## src/rtl/fp_int_mac_seq_ctrl.sv

```systemverilog
// fp_int_mac_seq_ctrl
//   Sequencer for a bit-serial FP16 x INT MAC unit. It accepts one job
//   (precision, length, alignment exponent), fetches elements through a
//   valid/ready handshake, and loads each activation into the MAC. It then
//   streams the weight LSB first, waits for the MAC to finish, and chains the
//   returned accumulator into the next element. The final accumulator and
//   exponent are presented through a valid/ready result handshake.
//
// Ports
//   clk, rst          clock; synchronous active-low reset
//   start, cfg_*      job launch and configuration (sampled in IDLE only)
//   busy              high whenever a job is in progress
//   in_valid/in_ready element handshake; in_act / in_w element payload
//   mac_set           one-cycle load pulse to the MAC
//   mac_valid, mac_w  serial weight bit and its qualifier
//   mac_act           held activation
//   mac_precision     effective precision
//   mac_exp_min       latched alignment exponent
//   mac_acc           running accumulator
//   mac_done, mac_fixed_out, mac_exp_out
//                     MAC completion and results
//   res_valid/res_ready, res_acc, res_exp
//                     final result handshake
//   err_tmo           sticky MAC timeout flag, cleared on the next start
module fp_int_mac_seq_ctrl #(
  parameter int ACT_WIDTH = 16,
  parameter int ACC_WIDTH = 32,
  parameter int W_MAX     = 8,
  parameter int TMO       = 64
) (
  input  logic                 clk,
  input  logic                 rst,
  input  logic                 start,
  input  logic [3:0]           cfg_precision,
  input  logic [7:0]           cfg_len,
  input  logic [4:0]           cfg_exp_min,
  output logic                 busy,
  input  logic                 in_valid,
  output logic                 in_ready,
  input  logic [ACT_WIDTH-1:0] in_act,
  input  logic [W_MAX-1:0]     in_w,
  output logic                 mac_set,
  output logic                 mac_valid,
  output logic                 mac_w,
  output logic [ACT_WIDTH-1:0] mac_act,
  output logic [3:0]           mac_precision,
  output logic [4:0]           mac_exp_min,
  output logic [ACC_WIDTH-1:0] mac_acc,
  input  logic                 mac_done,
  input  logic [ACC_WIDTH-1:0] mac_fixed_out,
  input  logic [4:0]           mac_exp_out,
  output logic                 res_valid,
  input  logic                 res_ready,
  output logic [ACC_WIDTH-1:0] res_acc,
  output logic [4:0]           res_exp,
  output logic                 err_tmo
);

  localparam int            BW       = (W_MAX > 1) ? $clog2(W_MAX) : 1;
  localparam int            TW       = (TMO > 1) ? $clog2(TMO) : 1;
  localparam logic [3:0]    P_MAX    = 4'(W_MAX);
  localparam logic [TW-1:0] TMO_LAST = TW'(TMO - 1);

  typedef enum logic [2:0] {
    IDLE,
    FETCH,
    SET,
    SHIFT,
    WAIT,
    RESULT
  } state_t;

  state_t state_q, state_d;

  logic [3:0]           prec_q;
  logic [7:0]           len_q;
  logic [4:0]           exp_min_q;
  logic [ACT_WIDTH-1:0] act_q;
  logic [W_MAX-1:0]     w_q;
  logic [ACC_WIDTH-1:0] acc_q;
  logic [4:0]           exp_q;
  logic [7:0]           cnt_q;
  logic [3:0]           bit_q;
  logic [TW-1:0]        tmo_q;
  logic                 err_q;

  logic [3:0] prec_eff;
  logic [7:0] cnt_inc;
  logic       last_bit;
  logic       tmo_hit;
  logic       last_elem;

  always_comb begin
    prec_eff = cfg_precision;
    if (cfg_precision == 4'd0 || cfg_precision > P_MAX) prec_eff = P_MAX;
  end

  assign cnt_inc   = cnt_q + 8'd1;
  assign last_bit  = (bit_q == (prec_q - 4'd1));
  assign tmo_hit   = (tmo_q == TMO_LAST);
  assign last_elem = (cnt_inc == len_q);

  always_ff @(posedge clk) begin
    if (!rst) state_q <= IDLE;
    else      state_q <= state_d;
  end

  always_comb begin
    state_d = state_q;
    case (state_q)
      IDLE:   if (start) state_d = (cfg_len == 8'd0) ? RESULT : FETCH;
      FETCH:  if (in_valid) state_d = SET;
      SET:    state_d = SHIFT;
      SHIFT:  if (last_bit) state_d = WAIT;
      // A timeout consumes the element exactly like a completion would.
      WAIT:   if (mac_done || tmo_hit) state_d = last_elem ? RESULT : FETCH;
      RESULT: if (res_ready) state_d = IDLE;
      default: state_d = IDLE;
    endcase
  end

  always_ff @(posedge clk) begin
    if (!rst) begin
      prec_q    <= '0;
      len_q     <= '0;
      exp_min_q <= '0;
      act_q     <= '0;
      w_q       <= '0;
      acc_q     <= '0;
      exp_q     <= '0;
      cnt_q     <= '0;
      bit_q     <= '0;
      tmo_q     <= '0;
      err_q     <= 1'b0;
    end else begin
      case (state_q)
        IDLE: begin
          if (start) begin
            prec_q    <= prec_eff;
            len_q     <= cfg_len;
            exp_min_q <= cfg_exp_min;
            acc_q     <= '0;
            exp_q     <= cfg_exp_min;
            cnt_q     <= '0;
            err_q     <= 1'b0;
          end
        end
        FETCH: begin
          if (in_valid) begin
            act_q <= in_act;
            w_q   <= in_w;
            bit_q <= '0;
          end
        end
        SHIFT: begin
          bit_q <= bit_q + 4'd1;
          tmo_q <= '0;
        end
        WAIT: begin
          if (mac_done) begin
            acc_q <= mac_fixed_out;
            exp_q <= mac_exp_out;
            cnt_q <= cnt_inc;
          end else if (tmo_hit) begin
            err_q <= 1'b1;
            cnt_q <= cnt_inc;
          end else begin
            tmo_q <= tmo_q + 1'b1;
          end
        end
        default: ;
      endcase
    end
  end

  assign busy          = (state_q != IDLE);
  assign in_ready      = (state_q == FETCH);
  assign mac_set       = (state_q == SET);
  assign mac_valid     = (state_q == SHIFT);
  assign mac_w         = (state_q == SHIFT) & w_q[bit_q[BW-1:0]];
  assign mac_act       = act_q;
  assign mac_precision = prec_q;
  assign mac_exp_min   = exp_min_q;
  assign mac_acc       = acc_q;
  assign res_valid     = (state_q == RESULT);
  assign res_acc       = acc_q;
  assign res_exp       = exp_q;
  assign err_tmo       = err_q;

endmodule

```

## config.mk

```make
export PLATFORM = sky130hd
export DESIGN_NAME = fp_int_mac_seq_ctrl
export DESIGN_NICKNAME = d
export VERILOG_FILES = /design/src/rtl/fp_int_mac_seq_ctrl.sv
export SDC_FILE = /design/constraint.sdc
export NUM_CORES = 1
export LEC_CHECK = 0
export CORE_ASPECT_RATIO = 0.6
export CORE_MARGIN = 10
export CORE_UTILIZATION = 47
export DETAILED_ROUTE_END_ITERATION = 10
export GPL_ROUTABILITY_DRIVEN = 0
export PLACE_DENSITY_LB_ADDON = 0.15
export SLEW_MARGIN = 5
export SYNTH_ARGS = -nofsm -noshare
export SYNTH_HDL_FRONTEND = slang
export SYNTH_SLANG_ARGS = --single-unit
```

## constraint.sdc

```tcl
create_clock -name clk -period 3.4 [get_ports clk]
set_clock_uncertainty 0.2 [all_clocks]
set_input_delay 0.68 -clock clk [delete_from_list [all_inputs] [get_ports clk]]
set_output_delay 0.68 -clock clk [all_outputs]
set_load 0.005 [all_outputs]
```

==> reports/qor.txt <==
largest fanout on the critical path -> 12
nets in the synthesized netlist -> 667
number of buffers on the longest clock path -> 2
Hold/Removal Path Class -> flip-flop to flip-flop
Layout fillers -> 764
diode insertion count for antenna repair -> 0
clock latency at the later pin of the worst-skew pair -> 0.35 ns
# DRC -> 0
Top FF cell, synth -> dfxtp_1
post-CTS setup-driven buffer insertion count -> 0
count of pins over their slew limit -> 0
clock slew at the register clock pins of the worst setup and hold paths -> 0.07 ns
fraction of layout instances using a drive strength above 1 -> 0.04603
Slowest Stage Delay on Critical Path -> 0.56 ns
vias in the first global route -> 4459
worst path arrival time -> 2.22 ns
count of boundary I/O pins -> 185
critical path capture point type -> primary output
Critical Path RT -> 2.52 ns
antenna viol nets, final -> 0
count of different cell masters after synthesis -> 48
mux contribution to synthesized area -> 0.01220
launch point of the worst hold path -> mac_act[5]
worst vdd ir -> 0.2454 mV
final period utilization -> 0.9127
type of origin of the critical path -> flip-flop
Syn. warnings -> 0
Worst-Margin Slew -> 0.8215 ns
Iteration-0 DRC Markers -> 285
Setup Crit Path Kind -> flip-flop to primary output
cell-by-cell listing of the critical path -> nor2b_1 > nand2_1 > inv_1 > clkdlybuf4s50_1
Cell Rows -> 27
combinational family with the most area after synthesis -> simple AND/OR/NAND/NOR gates
sequential fraction of the synthesis area -> 0.4435
1st-pass router iterations -> 5
number of nets in the final layout -> 801
starting density of the core -> 0.4877
setup repair after global routing missed its margin -> false
cells after synthesis -> 579
number of H-tree branching levels -> 3
leakage power of the design -> 2.233 nW
Worst slew margin -> 0.4510
pin count of the biggest net entering global routing -> 43
post-detailed-route wirelength per cell -> 17.08 microns
final number of hold-violating endpoints -> 0
Fin Hold WS -> 0.2553 ns
number of flops mapped to enable cells by yosys -> 0
final setup vio count -> 0
cell chosen for the clock root -> clkbuf_16
register bit total from synthesis -> 100
die area -> 14050 sq um
achievable frequency -> 322.2 MHz
number of max-cap violations -> 0
share of flip-flops with an asynchronous set or reset -> 0
GR Overflow Total -> 0
input/output buffers -> 184
launch point of the critical path -> state_q[0]
post-DR vias/cell -> 5.276
global-route wire length before repair -> 22860 microns
worst reg2reg path startpoint -> state_q[2]
Global Route Usage Sum -> 0.2002
area added between synthesis and finish -> 44.84%
multi-input gate area in the final layout -> 2100 sq um
HPWL after detailed placement -> 11020 microns
post-synthesis compound-gate area fraction -> 0.1580
synthesized area -> 4514 sq um
final critical-path required period -> 3.103 ns
Vias -> 4469
total power per unit cell area -> 420.5 nW/um^2
simple logic cell fraction of the synthesized area -> 0.2450
footprint of the flip-flops and latches -> 2002 sq um
slowest cell on the critical path -> dfxtp_1
Avg Synthesized Cell Area -> 7.797 sq um
Die Width -> 146.5 microns
wirelength, routed -> 14470 microns
setup TNS after final layout -> 0 ns
Num CTS Buffers -> 9
CTS sink cnt -> 100
antenna violations before repair -> 0
xor and xnor fraction of the mapped netlist area -> 0.03686
adder-cell area share of the yosys netlist -> 0.01109
clock tree from TritonCTS -> yes
Resize count post-CTS -> 0
die outline height -> 95.92 microns
area inside the core boundary -> 9256 sq um
number of hold buffers added after cts -> 0
outcome -> completed
## through the flow
step                cells    util  power [mW]  area (sq um)  setup WS (ns)
floorplan             579       -       1.455          4514          1.246
global route          847  0.7064       2.871          6539         0.1431
finish                847  0.7064       2.749          6539         0.2968
detailed placement    832  0.6725       1.687          6225         0.7040
global placement      832  0.6725       1.676          6225         0.7713
CTS                   847  0.7064       2.777          6539         0.3059
## Yosys cell counts (2+ instances only)
| library cell | number | area, sq um |
|---|---|---|
| o211ai_1 | 2 | 15.01 |
| and3_1 | 2 | 12.51 |
| or3b_2 | 2 | 17.52 |
| buf_2 | 4 | 20.02 |
| nand3_1 | 42 | 210.2 |
| dfxtp_1 | 100 | 2002 |
| or4_1 | 2 | 15.01 |
| o21ai_0 | 14 | 70.07 |
| buf_4 | 33 | 247.7 |
| a311oi_1 | 6 | 52.55 |
| nor3_1 | 11 | 55.05 |
| nor2b_1 | 2 | 12.51 |
| nor2_1 | 30 | 112.6 |
| or3_1 | 3 | 18.77 |
| xor2_1 | 8 | 70.07 |
| clkbuf_1 | 27 | 101.4 |
| and2_1 | 5 | 31.28 |
| xnor2_1 | 11 | 96.34 |
| nand2_1 | 133 | 499.2 |
| ha_1 | 4 | 50.05 |
| a21oi_1 | 90 | 450.4 |
| buf_1 | 5 | 18.77 |
| nor4_1 | 2 | 12.51 |
| inv_1 | 9 | 33.78 |
| nand3b_1 | 3 | 22.52 |
| nand4_1 | 5 | 31.28 |
| a31oi_1 | 2 | 12.51 |
| mux4_2 | 2 | 45.04 |
## placed cells by master (no fill, tap or decap), types with 2 or more instances in the layout
master           count
a21oi_1             89
a311oi_1             6
a31oi_1              2
and2_1               5
and3_1               2
buf_12               2
buf_4                6
bufinv_16            2
clkbuf_16            9
clkdlybuf4s50_1    184
dfxtp_1            100
ha_1                 4
inv_1                8
mux4_2               2
nand2_1            133
nand3_1             42
nand3b_1             3
nand4_1              5
nor2_1              30
nor2b_1              2
nor3_1              11
nor4_1               2
o211ai_1             2
o21ai_0             14
or3_1                3
or3b_2               2
or4_1                2
xnor2_1             11
xor2_1               8
## metal layers
metal,GRT usage,share of wire,vias up
met3,0.1068,0.11,16
met2,0.3420,0.49,166
li1,-,-,2200
met1,0.2221,0.39,2087
met5,0,0,-
met4,0.03814,0.013,0
## path summary, 6_finish.rpt
kind	slack [ns]	depth (start not counted)	to
worst max register to register	0.73	5	cnt_q[4]
worst max-delay path	0.30	4	mac_valid
worst min-delay path	0.26	2	mac_act[5]
worst min register to register	0.26	2	mac_act[5]
## where the power goes
group          switching, mW  internal (mW)
logic                  0.197          0.212
clock network          0.445          0.645
registers             0.0358           1.22
total                  0.678           2.07
## cell families (layout without fill, tap and decap cells)
group           after synthesis  after routing
compound gates              126            126
fa+ha+maj                     4              4
buf+inv                      78            216
xor+xnor                     19             19
flops                       100            100
simple gates                249            249
mux                           3              3
## sequential cells by signal, summed over array words and instances (netlist names)
register	cells
res_exp	5
bit_q	4
mac_acc	32
cnt_q	8
w_q	8
mac_precision	4
mac_act	16
mac_exp_min	5
state_q	3
tmo_q	6
len_q	8
err_tmo	1
## final cells by class
type | instances | area share
repair buffers | 192 | 0.2947
inverters | 9 | 0.005166
clock inverters | 5 | 0.01301
well taps | 130 | 0.02488
multi-input cells | 401 | 0.3211
flip-flops and latches | 100 | 0.3062
clock buffers | 10 | 0.03502
## worst max-delay path: cells and delay by family (launching register included)
kind / cells / cell delay (ns)
buf+inv: 2 / 0.82
simple gates: 2 / 0.50
flops: 1 / 0.56
Power figures use the tool's default switching activity.
